### src/rtl/prll_bs_pkg.sv
// prll_bs_pkg: shared state encoding and word-field helpers for the parallel bus controller
package prll_bs_pkg;
  typedef enum logic [1:0] {IDLE, GRANT, SEND} bs_state_t;
  localparam int ID_W = 8;
  localparam int MAX_BITS = 64;
  function automatic logic [ID_W-1:0] dest_id(input logic [MAX_BITS-1:0] word, input int bits);
    return ID_W'(word >> (bits - ID_W));
  endfunction
endpackage

### src/rtl/prll_bs_rr_pick.sv
// prll_bs_rr_pick: combinational round-robin pick of the next requester after the last winner
module prll_bs_rr_pick #(
  parameter int drvrs = 4
) (
  input  logic [drvrs-1:0]         req,
  input  logic [$clog2(drvrs)-1:0] last,
  output logic                     any,
  output logic [$clog2(drvrs)-1:0] nxt
);
  localparam int GW = $clog2(drvrs);
  // Scan farthest offset first so the nearest requester after last wins
  always_comb begin
    any = |req;
    nxt = last;
    for (int k = drvrs; k >= 1; k--)
      if (req[GW'((int'(last) + k) % drvrs)]) nxt = GW'((int'(last) + k) % drvrs);
  end
endmodule

### src/rtl/prll_bs_rr_ctrl.sv
// prll_bs_rr_ctrl: round-robin bus controller moving one word per transfer from a driver FIFO to its destination(s)
module prll_bs_rr_ctrl
  import prll_bs_pkg::*;
#(
  parameter int              bits      = 32,
  parameter int              drvrs     = 4,
  parameter logic [ID_W-1:0] broadcast = 8'hFF
) (
  input  logic                     clk,
  input  logic                     reset,
  input  logic                     arb_en,
  input  logic [drvrs-1:0]         pndng,
  input  logic [drvrs*bits-1:0]    D_pop,
  output logic [drvrs-1:0]         pop,
  output logic [drvrs-1:0]         push,
  output logic [bits-1:0]          D_push,
  output logic                     busy,
  output logic [$clog2(drvrs)-1:0] grant_id,
  output logic [15:0]              drop_cnt
);
  localparam int GW = $clog2(drvrs);
  bs_state_t        state, state_n;
  logic             any, bad;
  logic [GW-1:0]    nxt;
  logic [bits-1:0]  head;
  logic [ID_W-1:0]  id;
  logic [drvrs-1:0] own, mask, mask_d;
  prll_bs_rr_pick #(.drvrs(drvrs)) u_pick (
    .req (pndng),
    .last(grant_id),
    .any (any),
    .nxt (nxt)
  );
  always_comb begin
    head    = D_pop[grant_id*bits +: bits];
    id      = dest_id(MAX_BITS'(head), bits);
    own     = drvrs'(1) << grant_id;
    bad     = id >= ID_W'(drvrs) && id != broadcast;
    mask_d  = id < ID_W'(drvrs) ? drvrs'(1) << id : id == broadcast ? ~own : '0;
    state_n = state == IDLE ? (arb_en && any ? GRANT : IDLE) : state == GRANT ? SEND : IDLE;
  end
  // Outputs decode registered state only; pndng never reaches pop combinationally
  assign pop  = state == GRANT ? own : '0;
  assign push = state == SEND ? mask : '0;
  assign busy = state != IDLE;
  always_ff @(posedge clk or posedge reset) begin
    if (reset) begin
      state    <= IDLE;
      grant_id <= GW'(drvrs - 1);
      D_push   <= '0;
      mask     <= '0;
      drop_cnt <= '0;
    end else begin
      state <= state_n;
      if (state == IDLE && state_n == GRANT) grant_id <= nxt;
      if (state == GRANT) begin
        D_push <= head;
        mask   <= mask_d;
        if (bad && drop_cnt != 16'hFFFF) drop_cnt <= drop_cnt + 16'd1;
      end
    end
  end
endmodule

### config.mk
export PLATFORM = sky130hd
export DESIGN_NAME = prll_bs_rr_ctrl
export DESIGN_NICKNAME = d
export VERILOG_FILES = /design/src/rtl/prll_bs_pkg.sv /design/src/rtl/prll_bs_rr_pick.sv /design/src/rtl/prll_bs_rr_ctrl.sv
export SDC_FILE = /design/constraint.sdc
export NUM_CORES = 1
export LEC_CHECK = 0
export ABC_CLOCK_PERIOD_IN_PS = 4600
export CAP_MARGIN = 25
export CORE_ASPECT_RATIO = 0.5
export CORE_MARGIN = 8
export CORE_UTILIZATION = 24
export DETAILED_ROUTE_END_ITERATION = 6
export DONT_BUFFER_PORTS = 1
export PLACE_DENSITY = 0.35
export SLEW_MARGIN = 40
export SYNTH_ARGS = -nofsm -noshare
export SYNTH_HDL_FRONTEND = slang
export SYNTH_HIERARCHICAL = 1
export SYNTH_SLANG_ARGS = --single-unit
### constraint.sdc
create_clock -name clk -period 4.6 [get_ports clk]
set_input_delay 1.15 -clock clk [delete_from_list [all_inputs] [get_ports clk]]
set_output_delay 1.15 -clock clk [all_outputs]
set_load 0.02 [all_outputs]
=== Yosys cells after proc, flatten, opt, wreduce, memory -nomap -nowiden ===
Cells that the tools add are included.

* $add $sub $neg: 5
* Magnitude comparators: 6
* Equal/unequal tests: 6
* Shifts and indexed selects: 3
* Multiplexer cells: 23
* Bitwise logic cells: 1
* Reduce and logical (&&, ||, !) cells: 10

{| class="wikitable"
|+ Operators by type and width
! operator !! number
|-
| $shiftx A128 B8 Y32 || 1
|-
| $add A16 B1 Y16 const B || 1
|-
| $lt A2 B4 Y1 const B || 4
|-
| $mux W4 || 4
|-
| $ne A16 B16 Y1 const B || 1
|-
| $mux W2 || 6
|-
| $mux W1 || 9
|-
| $bmux W1 S2 || 4
|-
| $eq A8 B8 Y1 const B || 1
|-
| $ge A8 B3 Y1 const B || 1
|-
| $lt A8 B3 Y1 const B || 1
|-
| $ne A8 B8 Y1 const B || 1
|-
| $shl A1 B8 Y4 const A || 1
|-
| $add A2 B1 Y2 const B || 2
|-
| $add A2 B2 Y2 const B || 2
|-
| $eq A2 B1 Y1 const B || 2
|-
| $logic_and A1 B1 Y1 || 4
|-
| $not A4 Y4 || 1
|-
| $reduce_and A2 Y1 || 2
|-
| $reduce_bool A4 Y1 || 1
|-
| $reduce_or A4 Y1 || 1
|-
| $shl A1 B2 Y4 const A || 1
|-
| $eq A2 B2 Y1 const B || 1
|-
| $logic_not A2 Y1 || 1
|-
| $reduce_bool A2 Y1 || 1
|}

* Flip-flop bits (word level): 56
* Bits of input ports: 135
* Output and inout bits: 59
* Word-level logic and storage cells: 59

=== Logic depth before layout (Yosys ltp) ===
* Depth after elaboration: 8
* Mapped depth: 9
* Gate-level depth less buffers: 6

=== By module ===
Netlist, hierarchy kept.

{| class="wikitable"
|+ By module, submodules not included
! module !! times used !! cells each !! area each (sq um) !! sequential area each (sq um)
|-
| prll_bs_rr_ctrl || 1 || 302 || 3240.6 || 1403.8
|-
| prll_bs_rr_pick || 1 || 14 || 82.6 || 0.0
|}

=== Least setup slack after synthesis ===
OpenSTA, ideal clock, no wires.

* Kind: register -> output
* Start: register grant_id[1]
* End: output pop[2]
* Data arrival time: 1972 ps
* Data required time: 3450 ps
* Path slack: 1478 ps
* Cell stages (with the launch flop): 5
* Path buffers: 2
* Cell sequence: dfstp_2 -> clkbuf_1 -> buf_1 -> inv_1 -> nor3_1

* Cells in the longest elaborated chain, start to end: 2

{| class="wikitable"
|+ RTL lines
! element !! RTL line !! source
|-
| start: declaration || prll_bs_rr_ctrl.sv:18 || <nowiki>output logic [$clog2(drvrs)-1:0] grant_id,</nowiki>
|-
| start signal: assignment || prll_bs_rr_ctrl.sv:49 || <nowiki>grant_id <= GW'(drvrs - 1);</nowiki>
|-
| start signal: assignment || prll_bs_rr_ctrl.sv:55 || <nowiki>if (state == IDLE && state_n == GRANT) grant_id <= nxt;</nowiki>
|-
| $shl A1 B2 Y4 || prll_bs_rr_ctrl.sv:37 || <nowiki>own = drvrs'(1) << grant_id;</nowiki>
|-
| $mux W4 || prll_bs_rr_ctrl.sv:43 || <nowiki>assign pop = state == GRANT ? own : '0;</nowiki>
|-
| end: declaration || prll_bs_rr_ctrl.sv:14 || <nowiki>output logic [drvrs-1:0] pop,</nowiki>
|}

No other way between the ends.

=== Worst setup path in the final report ===
Ends and elaborated chain as after synthesis.

==> out/results.tsv <==
stage	metric	value	unit
yosys	ys async rst share	100.0	%
status	outcome	finished, final reports clean	
clock_network	clk root buf	clkbuf_16	
layout	FF/Latch Area	0.001404	mm²
clock_network	htree depth	2	
yosys	Syn Nets	452	
route	DRC	0	
timing	final setup fails	0	
yosys	Post-synth top flop	dfrtp_1	
flow_run	Max Cap Viol	0	
yosys	syn_area_per_cell	10.52	µm²
die	die area	0.01810	mm²
yosys	count of state elements after synthesis	56	
clock_network	setup repair bufs after CTS	0	
pwr	Worst VDD drop	0.2166	mV
grt	number of global-route vias before repair	2634	
layout	commonest non-fill, non-tap cell in the layout	nand2_1	
pwr	PwrDens	669.7	mW/mm²
yosys	Mapped Area	0.003323	mm²
timing	Max Transition Viols Final	0	
route	Final ANT Viol Nets	0	
die	Rows	30	
layout	fraction of layout cells with a size suffix above 1	19.61	%
worst_setup_path	delay-heaviest family, CP	flip-flops	
yosys	Post-synth EDFFs	0	
grt	all-layer global routing usage	10.98	%
timing	Setup WS post-layout	1.474	ns
layout	final net count	447	
route	Routed WL	10130	µm
worst_setup_path	Startpoint Class	register	
worst_setup_path	setup slack, reg-to-reg	1.64	ns
clock_network	hold buffers post-CTS	0	
layout	Multi-input gate area	0.001789	mm²
min_path	Min-Delay Path Class	register to register	
clock_network	Clock Pin Slew Worst Setup and Hold Paths	0.07	ns
worst_setup_path	worst-path fanout max	25	
die	die height	99.21	µm
place	Final HPWL DP	7852	µm
yosys	yosys warns	6	
worst_setup_path	Crit path largest cell delay	0.87	ns
worst_setup_path	crit path cell chain	inv_1, nor3_1	
worst_setup_path	critical path type	register to output port	
timing	share of the clock period used by the worst path	67.96	%
die	Ports	194	
clock_network	clock tree buffer depth	2	
worst_setup_path	required time of the critical path	3.45	ns
place	dpl ws	1.584	ns
worst_setup_path	Worst EP arrival	1.98	ns
die	Die Wd	182.4	µm
layout	most frequent cells in the layout	nand2_1 (108), dfrtp_1 (54), mux4_2 (31)	
timing	highest clock rate	319.9	MHz
layout	Area Overhead vs Synth	9.827	%
timing	transition time of the tightest slew-check pin	0.6785	ns
route	average routed wire per standard cell	20.14	µm
timing	RSZ-0062 raised after global routing	no	
clock_network	Clock Sinks	56	
route	starting DRC count in detailed routing	103	
grt	total grt overflow	0	
clock_network	post_cts resized	0	
die	Initial Util	24.52	%
route	Vias per Instance	4.722	
place	Buffers on Ports	0	
clock_network	TritonCTS Buffers	5	
yosys	post-synthesis cell count	316	
grt	antenna violations before repair	0	
timing	Final Skew	0.005637	ns
place	GPL Wtd Cong	0.7411	
route	first-pass iteration count of the detailed router	4	
worst_setup_path	crit path max-delay cell type	dfstp_2	
pwr	leak pwr	0.001508	µW
grt	largest net degree at the start of global routing	57	
worst_setup_path	crit path buf inv count	1	
route	routed vias	2375	
timing	Rel. slew slack	54.42	%
layout	Antenna diodes	0	
yosys	Seq/Total Area, Yosys	42.24	%
timing	fin crit period	3.126	ns
clock_network	clk_lat worst skew	0.29	ns
clock_network	CTS tree	built	
grt	first-pass GRT wire length	15720	µm
timing	Final Hold Viols	0	
layout	Fillers	1439	
yosys	Netlist cell types	41	
timing	setup_tns	0	ns
die	core footprint	0.01355	mm²
worst_setup_path	kind of end point of the critical path	output port	
-- routing by layer --
metal / wire, µm / track usage [%] / part of all wire, % / vias to the layer above
met5: 0 / 0 / 0 / -
met4: 48 / 2.254 / 0.47 / 0
met3: 958 / 4.874 / 9.5 / 2
met2: 5304 / 19.37 / 52 / 96
met1: 3819 / 12.16 / 38 / 1179
li1: - / - / - / 1098
-- registers in the layout, indices dropped and copies added (netlist names) --
register and flops:
mask 4, grant_id 2, D_push 32, drop_cnt 16
state 2
-- cell usage after synthesis, types with 2 or more instances --
cell type	count	area, µm²
a21oi_1	6	30.03
a31oi_1	2	12.51
and2_1	4	25.02
buf_1	7	26.28
buf_2	3	15.01
buf_6	2	22.52
clkbuf_1	6	22.52
dfrtp_1	54	1351
dfstp_2	2	52.55
inv_1	7	26.28
mux4_2	31	698.2
nand2_1	108	405.4
nand2b_1	2	12.51
nand3_1	6	30.03
nand4_1	6	37.54
nor2_1	12	45.04
nor2b_1	2	12.51
nor3_1	10	50.05
nor4_1	2	12.51
nor4_2	5	62.56
nor4b_1	2	17.52
o21ai_0	4	20.02
or2_2	2	12.51
xor2_1	14	122.6
-- path summary, 6_finish.rpt --
| path | start | endpoint | cells after the start |
|---|---|---|---|
| worst max-delay path | grant_id[1] | pop[2] | 2 |
| worst min register to register | mask[3] | mask[3] | 2 |
| worst min-delay path | mask[3] | mask[3] | 2 |
| max in group asynchronous | reset | D_push[16] | 2 |
| min in group asynchronous | reset | drop_cnt[15] | 2 |
| worst max register to register | grant_id[0] | drop_cnt[1] | 5 |
-- where the power goes --
group | switching [µW] | leakage, µW | internal, µW
Clock | 178 | 0.0000667 | 199
Sequential | 526 | 0.000667 | 707
Combinational | 403 | 0.000775 | 431
-- worst min-delay path, delay by kind of cell (launching register included) --
kind | cells | cell delay [ns]
AOI/OAI and AO/OA | 1 | 0.06
DFF | 1 | 0.35
and+or+nand+nor | 1 | 0.05
-- area by class of cell --
type                            count  area share, %
Multi-Input combinational cell    234          49.02
Sequential cell                    56          38.46
Tap cell                          192          6.582
Clock buffer                        6          3.531
Timing Repair Buffer                7          1.543
Inverter                            7         0.7199
Clock inverter                      1         0.1371
-- per-stage QoR --
| stage | util (%) | hold WS (ns) | cell area [µm²] | cells | power (µW) |
|---|---|---|---|---|---|
| after floorplan | - | 0.4418 | 3323 | 316 | 1904 |
| after global placement | 25.92 | 0.4758 | 3512 | 496 | 2086 |
| after detailed placement | 25.92 | 0.4859 | 3512 | 496 | 2105 |
| after CTS | 26.91 | 0.5018 | 3646 | 503 | 2500 |
| after global routing | 26.93 | 0.5462 | 3650 | 503 | 2641 |
| final | 26.93 | 0.4919 | 3650 | 503 | 2444 |
-- logic make-up (layout without fill, tap and decap cells) --
family          count (synthesis)  count (layout)  share of synthesized area [%]
simple gates                  166             166                          23.27
flops                          56              56                          42.24
mux                            35              35                          22.89
buf+inv                        26              21                          3.991
compound gates                 17              17                          3.276
xor+xnor                       15              15                          3.953
fa+ha+maj                       1               1                         0.3764
Note: power is estimated with default switching activity, not from simulation.
